===== src/rtl/conv_bin_layer.sv =====
// Streaming 3x3 binary convolution: two line delays plus a 3x3 window feed NUM_CH
// XNOR-popcount-threshold kernels, with one registered result per accepted pixel.
module conv_bin_layer #(
    parameter int WIDTH  = 28,
    parameter int HEIGHT = 28,
    parameter int NUM_CH = 8
) (
    input  logic                  clk,
    input  logic                  rst_n,
    input  logic                  pixel_in,
    input  logic                  valid_in,
    input  logic                  sof_in,
    input  logic [NUM_CH*9-1:0]   weights,
    input  logic [NUM_CH*4-1:0]   thresh,
    output logic [NUM_CH-1:0]     conv_out,
    output logic                  valid_out,
    output logic                  frame_done
);

    localparam int CW = $clog2(WIDTH);
    localparam int RW = $clog2(HEIGHT);

    logic [CW-1:0]     col;
    logic [CW-1:0]     cur_col;
    logic [RW-1:0]     row;
    logic [RW-1:0]     cur_row;
    logic [WIDTH-1:0]  line1;
    logic [WIDTH-1:0]  line2;
    logic [1:0]        top;
    logic [1:0]        mid;
    logic [1:0]        bot;
    logic [8:0]        window;
    logic              win_valid;
    logic              last_pix;
    logic [3:0]        match [NUM_CH];
    logic [NUM_CH-1:0] result;

    // sof_in on an accepted pixel forces its position to (0,0), resyncing the frame
    always_comb begin
        cur_col   = (sof_in) ? '0 : col;
        cur_row   = (sof_in) ? '0 : row;
        win_valid = (cur_row >= RW'(2)) && (cur_col >= CW'(2));
        last_pix  = (cur_row == RW'(HEIGHT - 1)) && (cur_col == CW'(WIDTH - 1));
    end

    always_ff @(posedge clk or negedge rst_n) begin
        if (!rst_n) begin
            col <= '0;
            row <= '0;
        end else if (valid_in) begin
            if (cur_col == CW'(WIDTH - 1)) begin
                col <= '0;
                row <= (cur_row == RW'(HEIGHT - 1)) ? '0 : RW'(cur_row + 1'b1);
            end else begin
                col <= CW'(cur_col + 1'b1);
                row <= cur_row;
            end
        end
    end

    // Buffer contents need no reset: outputs stay gated until two fresh rows are in
    always_ff @(posedge clk) begin
        if (valid_in) begin
            line1 <= {line1[WIDTH-2:0], pixel_in};
            line2 <= {line2[WIDTH-2:0], line1[WIDTH-1]};
            top   <= {top[0], line2[WIDTH-1]};
            mid   <= {mid[0], line1[WIDTH-1]};
            bot   <= {bot[0], pixel_in};
        end
    end

    // Bit k of the window is tap k: row-major, oldest row and leftmost column first
    assign window = {pixel_in, bot[0], bot[1],
                     line1[WIDTH-1], mid[0], mid[1],
                     line2[WIDTH-1], top[0], top[1]};

    always_comb begin
        result = '0;
        for (int c = 0; c < NUM_CH; c++) begin
            match[c] = '0;
            for (int k = 0; k < 9; k++) begin
                match[c] = match[c] + {3'b000, ~(window[k] ^ weights[c*9+k])};
            end
            result[c] = (match[c] >= thresh[c*4 +: 4]);
        end
    end

    always_ff @(posedge clk or negedge rst_n) begin
        if (!rst_n) begin
            conv_out   <= '0;
            valid_out  <= 1'b0;
            frame_done <= 1'b0;
        end else if (valid_in) begin
            valid_out  <= win_valid;
            frame_done <= win_valid && last_pix;
            if (win_valid) begin
                conv_out <= result;
            end
        end else begin
            valid_out  <= 1'b0;
            frame_done <= 1'b0;
        end
    end

endmodule

===== config.mk =====
export PLATFORM = sky130hd
export DESIGN_NAME = conv_bin_layer
export DESIGN_NICKNAME = d
export VERILOG_FILES = /design/src/rtl/conv_bin_layer.sv
export SDC_FILE = /design/constraint.sdc
export NUM_CORES = 1
export LEC_CHECK = 0
export ABC_AREA = 1
export CAP_MARGIN = 20
export CORE_MARGIN = 2
export CORE_UTILIZATION = 51
export CTS_CLUSTER_DIAMETER = 100
export DETAILED_ROUTE_END_ITERATION = 16
export DONT_BUFFER_PORTS = 1
export PLACE_DENSITY = 0.65
export SYNTH_ARGS = -nofsm -noshare
export SYNTH_HDL_FRONTEND = slang
export SYNTH_SLANG_ARGS = --single-unit

===== constraint.sdc =====
create_clock -name clk -period 9.2 [get_ports clk]
set_input_delay 0.92 -clock clk [delete_from_list [all_inputs] [get_ports clk]]
set_output_delay 0.92 -clock clk [all_outputs]
set_load 0.02 [all_outputs]

==> results of run 1 <==
## critical path, cell delays in order, from the launching register on
cell and delay, ns:
edfxtp_1 0.62, xnor2_1 0.25, fa_1 0.54, inv_1 0.07
fa_1 0.53, inv_1 0.05, fa_1 0.53, inv_1 0.05
fa_1 0.44, fa_1 0.39, xnor2_1 0.18, ha_1 0.26
nand2_1 0.07, inv_1 0.05, nand3_1 0.06, nand3_1 0.14
nand3_1 0.12, nand2_1 0.05
## cell usage after synthesis
library cell / count / share of area, %
fa_1: 40 / 14
nand2_2: 2 / 0.22
nand2_1: 79 / 5.2
o21bai_1: 8 / 1.0
o21ai_0: 17 / 1.5
nand2_8: 1 / 0.35
a21oi_1: 10 / 0.87
clkinv_1: 1 / 0.065
inv_2: 1 / 0.065
nand2_4: 1 / 0.20
nand3_4: 2 / 0.61
dfrtp_1: 20 / 8.7
nand3_1: 32 / 2.8
clkbuf_2: 1 / 0.087
inv_1: 111 / 7.2
xnor2_1: 49 / 7.5
nor2_1: 9 / 0.59
inv_8: 1 / 0.20
nand3_2: 1 / 0.17
nor2_2: 1 / 0.11
nand3b_1: 1 / 0.13
buf_2: 9 / 0.78
ha_1: 52 / 11
xor2_1: 34 / 5.2
buf_6: 1 / 0.20
or2_0: 2 / 0.22
nor2_4: 2 / 0.39
edfxtp_1: 58 / 30
nand4_1: 2 / 0.22
## layer usage
layer	share of wire [%]	GRT usage, %	vias to the layer above	wire, microns
met5	0	0	-	0
met2	48	33.9	97	5340
met1	41	23.5	1700	4590
met4	1.6	5.36	0	173
li1	-	-	1718	-
met3	9.0	8.05	13	1000
## worst max path at each step
stage | slack [ns] | endpoint
after global routing | 4.42 | conv_out[7]$_DFFE_PN0P_
after global placement | 4.47 | conv_out[3]$_DFFE_PN0P_
after CTS | 4.62 | conv_out[3]$_DFFE_PN0P_
final | 4.69 | conv_out[3]$_DFFE_PN0P_
after detailed placement | 4.44 | conv_out[3]$_DFFE_PN0P_
after floorplan | 4.76 | conv_out[0]$_DFFE_PN0P_
## placed cells by master (no fill, tap or decap), drive strengths merged
cell type | Yosys | final
nand2 | 83 | 83
o21bai | 8 | 8
dfrtp | 20 | 20
xnor2 | 49 | 49
o21ai | 17 | 17
inv | 113 | 113
clkinv | 1 | 5
or2 | 2 | 2
nor2 | 12 | 12
ha | 52 | 52
a21oi | 10 | 10
fa | 40 | 40
nand3b | 1 | 1
buf | 10 | 1
nand4 | 2 | 2
clkinvlp | 0 | 1
edfxtp | 58 | 58
xor2 | 34 | 34
clkbuf | 1 | 11
nand3 | 35 | 35
## registers in the layout (all words and copies together) (netlist names)
signal,flops
col,5
conv_out,8
frame_done,1
line1,28
line2,28
row,5
top,2
valid_out,1
## cell type report
type                    count  area, sq um
fillers                   970         4780
multi-input cells         345         3010
flip-flops and latches     78         2240
inverters                 114          435
clock buffers              11          243
well taps                 140          175
clock inverters             5         35.0
repair buffers              1         7.51
## logic make-up (layout without fill, tap and decap cells)
family	after synthesis	in the layout
buffers and inverters	125	131
AND/OR/NAND/NOR	135	135
adder cells (fa/ha/maj)	92	92
flip-flops	78	78
XOR/XNOR	83	83
AO/OA/AOI/OAI	35	35
## per-stage QoR
| stage | power (mW) | std cells | worst slack (ns) |
|---|---|---|---|
| finish | 1.37 | 694 | 4.69 |
| global route | 1.53 | 694 | 4.42 |
| CTS | 1.40 | 694 | 4.62 |
| detailed placement | 1.07 | 678 | 4.44 |
| global placement | 1.02 | 678 | 4.47 |
| floorplan | 0.926 | 548 | 4.76 |
## power groups by stage
stage                     Sequential, mW  Combinational [mW]  Clock (mW)
after global routing               0.415               0.761       0.354
after floorplan                    0.409               0.517           0
after CTS                          0.413               0.650       0.340
after global placement             0.419               0.603           0
final                              0.413               0.631       0.327
after detailed placement           0.420               0.646           0
==> flow_summary_export.csv, run 1 <==
group,metric,value,unit
route,drt-initial-drc-count,163,
floorplan,fp.coreArea,10900,sq um
sta,setup_tns,0,ns
pwr,p_switching,0.498,mW
clock_tree,cts_resized,0,
clock_tree,hold_buffers,0,
clock_tree,clock_sinks,78,
grt,grt_pass1_wl,17.8,mm
synth,yosysSeqAreaShare,39.0,%
sta,hold_ws,0.274,ns
pwr,peakVddDrop,0.185,mV
setup_path,timing.rr.end,"conv_out[3]$_DFFE_PN0P_",
job,drv_cap,0,
clock_tree,clock_path_buffers,2,
grt,grt_overflow,0,
synth,synth-simple-area-share,11.1,%
sta,finalHoldViolCount,0,
setup_path,cp-end-kind,"register",
clock_tree,cts-htree-levels,3,
placed_design,post_dp_cell_area,5870,sq um
clock_tree,path_clk_slew,0.06,ns
finish,final_util,56.3,%
setup_path,startpoint_type,"register",
clock_tree,cts_tree,"yes",
setup_path,reg2reg_depth,17,
setup_path,crit_type,"register to register",
floorplan,start_util,52.6,%
grt,grt_usage,19.9,%
synth,synth-compound-area-share,3.39,%
placed_design,gp_congestion,0.814,
route,dr.pass1.iters,4,
sta,max_slew_margin,57.6,%
pwr,p_leak,2.88,nW
sta,clock_skew,0.00667,ns
pwr,seq_power_share,30.1,%
placed_design,dp_hpwl,8.61,mm
sta,rsz0062_at_grt,"false",
run_status,status,"completed",
setup_path,critPathMaxFanout,9,
synth,yosys.area_share.adder,25.2,%
synth,synth_area_per_cell,10.5,sq um
floorplan,die-area,12100,sq um
floorplan,num_rows,38,
route,wire_per_inst,16.0,microns
finish,fin_nets,750,
synth,yosysWarnings,0,
sta,setup_viol_count_final,0,
clock_tree,clockRootBuffer,"clkbuf_16",
route,drc,0,
floorplan,pin_count,119,
clock_tree,clock_latency,0.34,ns
sta,layout_min_cycle_time,4.51,ns
grt,antenna_found_initial,0,
pwr,swShare,36.3,%
floorplan,die_h,110,microns
sta,finalMaxSlewViolations,0,
sta,finalCritPeriodShare,49.0,%
finish,final_area,6150,sq um
placed_design,port_buffers,0,
setup_path,worstPathArrival,4.73,ns
clock_tree,cts_buffers,9,
synth,synthMuxAreaShare,0,%
setup_path,r2r_start,"top[0]$_DFFE_PP_",
sta,worst_pin_slew,0.637,ns
grt,grt_pass1_vias,3761,
setup_path,r2r_setup_slack,4.69,ns
grt,grt_max_degree,66,
pwr,internal_power,0.872,mW
setup_path,cp.required,9.43,ns
pwr,power_density,223,nW/um^2
synth,yosysUniqueCellTypes,29,
route,wl,11.1,mm
finish,synthToLayoutAreaGrowth,6.94,%
synth,synthXorXnorAreaFrac,12.6,%
route,via_per_inst,5.08,
floorplan,die_width,110,microns
sta,fmax,222,MHz
min_path,hold_path.class,"primary input to asynchronous set/reset pin",
pwr,p_clk_share,23.8,%
synth,postSynthCellCount,548,
clock_tree,cts_setup_buffers,0,
setup_path,critPathLaunch,"top[0]$_DFFE_PP_",
finish,antenna_cells,0,
pwr,combPwrFrac,46.0,%
route,final_antenna_net_count,0,
synth,ys_ff_latch,78,
finish,final_layout_size_suffix_gt1_share,5.05,%
synth,synth_top_family_by_area,"adder cells",
synth,synth_fp_nets,749,
synth,syn-cell-area,5750,sq um
route,vias,3528,
No activity file was read; power rests on OpenSTA's default activity.
==> run 2, diff against run 1 <==
- clock period: 9.2 -> 4.4 ns (I/O delays scaled with it)
==> flow_summary_export.csv, run 2 (same netlist as run 1, synthesis figures left out) <==
group,metric,value,unit
run_status,status,"completed",
grt,met1_usage,23.7,%
finish,reg.largest.list,"line1 x28, line2 x28, conv_out x8",
floorplan,num_rows,38,
clock_tree,cts-htree-levels,3,
clock_tree,cts_tree,"yes",
grt,gr-usage-met2,34.4,%
route,via_per_inst,5.04,
placed_design,gp_congestion,0.882,
setup_path,crit_chain,"buf_4 -> xnor2_1 -> fa_1 -> inv_1 -> fa_1 -> inv_1 -> fa_1 -> inv_1 -> fa_2 -> fa_2 -> inv_1 -> ha_1 -> inv_1 -> o21bai_1 -> nand2_1 -> nand3_1 -> nand3_1 -> nand2_1",
clock_tree,path_clk_slew,0.06,ns
pwr,p_switching,1.11,mW
floorplan,fp.coreArea,10900,sq um
floorplan,pin_count,119,
finish,multi_input_area,3110,sq um
sta,setup_tns,0,ns
sta,finalHoldViolCount,0,
route,dr.pass1.iters,6,
floorplan,die_width,110,microns
setup_path,worst_path_largest_cell_delay,0.53,ns
min_path,hold_depth,0,
grt,antenna_found_initial,0,
clock_tree,clock_sinks,78,
pwr,power_density,466,nW/um^2
grt,grt_pass1_wl,18.1,mm
finish,layout_commonest_cell,"inv_1",
setup_path,reg2reg_depth,18,
placed_design,dp_hpwl,8.74,mm
min_path,hold_path.class,"primary input to register",
pwr,peakVddDrop,0.295,mV
grt,grt_usage,20.4,%
sta,worst_pin_slew,0.617,ns
sta,clock_skew,0.00562,ns
setup_path,critPathMaxFanout,2,
grt,grt_util_met3,8.47,%
sta,setup_viol_count_final,0,
setup_path,crit_buf_inv,6,
finish,final_layout_size_suffix_gt1_share,11.3,%
finish,nFillCells,909,
clock_tree,clockRootBuffer,"clkbuf_16",
route,drt-initial-drc-count,117,
placed_design,port_buffers,0,
placed_design,post_dp_cell_area,5890,sq um
clock_tree,cts_buffers,9,
grt,grt_max_degree,66,
grt,grt_overflow,0,
sta,max_slew_margin,58.8,%
pwr,internal_power,1.86,mW
setup_path,cp_slowest_cell,"fa_1",
route,drc,0,
grt,grt_pass1_vias,3784,
floorplan,start_util,52.6,%
setup_path,startpoint_type,"register",
route,final_antenna_net_count,0,
finish,antenna_cells,0,
finish,synthToLayoutAreaGrowth,10.8,%
sta,fmax,233,MHz
setup_path,cp.required,4.62,ns
floorplan,die_h,110,microns
setup_path,crit_family,"adder cells",
sta,finalCritPeriodShare,97.6,%
sta,rsz0062_at_grt,"true",
sta,finalMaxSlewViolations,0,
clock_tree,clock_latency,0.34,ns
pwr,combPwrFrac,48.9,%
finish,final_cell_mix,"107 x inv_1, 79 x nand2_1, 58 x edfxtp_1",
pwr,p_leak,2.97,nW
pwr,seq_power_share,28.6,%
job,drv_cap,0,
setup_path,cp_num_cells,18,
route,vias,3561,
pwr,p_clk_share,22.4,%
setup_path,crit_type,"register to register",
setup_path,cpMostUsedCell,"inv_1",
finish,final_area,6370,sq um
route,wl,11.6,mm
grt,busiest_layer,"met2",
setup_path,worstPathArrival,4.51,ns
clock_tree,clock_path_buffers,2,
floorplan,die-area,12100,sq um
setup_path,cp-end-kind,"register",
finish,fin_nets,764,
sta,layout_min_cycle_time,4.29,ns
route,wire_per_inst,16.4,microns
pwr,swShare,37.3,%
finish,seq_area,2240,sq um
-- run 2: what timing repair did --
item	CTS	global route
endpoints found under the setup margin	5	8
pin swaps	0	21
hold buffers	1	0
endpoints found under the hold margin	20	0
gates resized for setup	0	27
setup buffers	6	4
-- run 2: worst paths after layout --
path,start,end,slack (ns)
worst min-delay path,pixel_in,line1[0]$_DFFE_PP_,0.20
worst max-delay path,top[1]$_DFFE_PP_,conv_out[1]$_DFFE_PN0P_,0.11
worst min register to register,line1[7]$_DFFE_PP_,line1[8]$_DFFE_PP_,0.41
worst max register to register,top[1]$_DFFE_PP_,conv_out[1]$_DFFE_PN0P_,0.11
min in group asynchronous,rst_n,conv_out[5]$_DFFE_PN0P_,0.46
max in group asynchronous,rst_n,row[1]$_DFFE_PN0P_,3.53
-- run 2: stage by stage --
step           setup WS, ns  cells  total power, mW  hold WS (ns)  util, %
3_3_place_gp         0.0149    680             2.14         0.145     53.9
5_1_grt             -0.0276    707             3.28         0.183     58.3
2_1_floorplan         0.310    548             1.94         0.144        -
4_1_cts              0.0608    702             2.92         0.188     56.8
3_5_place_dp        -0.0360    680             2.22         0.145     53.9
6_report              0.106    707             2.97         0.200     58.3
-- run 2: worst reg2reg max path: stages, from the launching register on --
cell and delay (ns):
edfxtp_1 0.41, buf_4 0.16, xnor2_1 0.14, fa_1 0.53, inv_1 0.05, fa_1 0.53, inv_1 0.05, fa_1 0.52
inv_1 0.06, fa_2 0.40, fa_2 0.52, inv_1 0.04, ha_1 0.29, inv_1 0.07, o21bai_1 0.05, nand2_1 0.06
nand3_1 0.10, nand3_1 0.10, nand2_1 0.07
-- run 2: layout make-up --
| type | instances | share of cell area, % |
|---|---|---|
| flip-flops and latches | 78 | 35.2 |
| clock inverters | 5 | 0.550 |
| multi-input cells | 345 | 48.9 |
| inverters | 114 | 6.83 |
| clock buffers | 10 | 3.59 |
| well taps | 140 | 2.75 |
| repair buffers | 15 | 2.24 |
-- run 2: power groups by stage --
| stage | clock network, mW | registers, mW | logic [mW] |
|---|---|---|---|
| 5_1_grt | 0.711 | 0.855 | 1.72 |
| 3_3_place_gp | 0 | 0.872 | 1.27 |
| 2_1_floorplan | 0 | 0.855 | 1.08 |
| 3_5_place_dp | 0 | 0.871 | 1.35 |
| 6_report | 0.667 | 0.851 | 1.45 |
| 4_1_cts | 0.691 | 0.852 | 1.38 |
-- run 2: layer usage --
layer	vias to the layer above	wire length (microns)	part of all wire, %
met5	-	0	0
met4	0	235	2.0
met3	22	999	8.6
met2	81	5540	48
met1	1716	4830	42
li1	1742	-	-
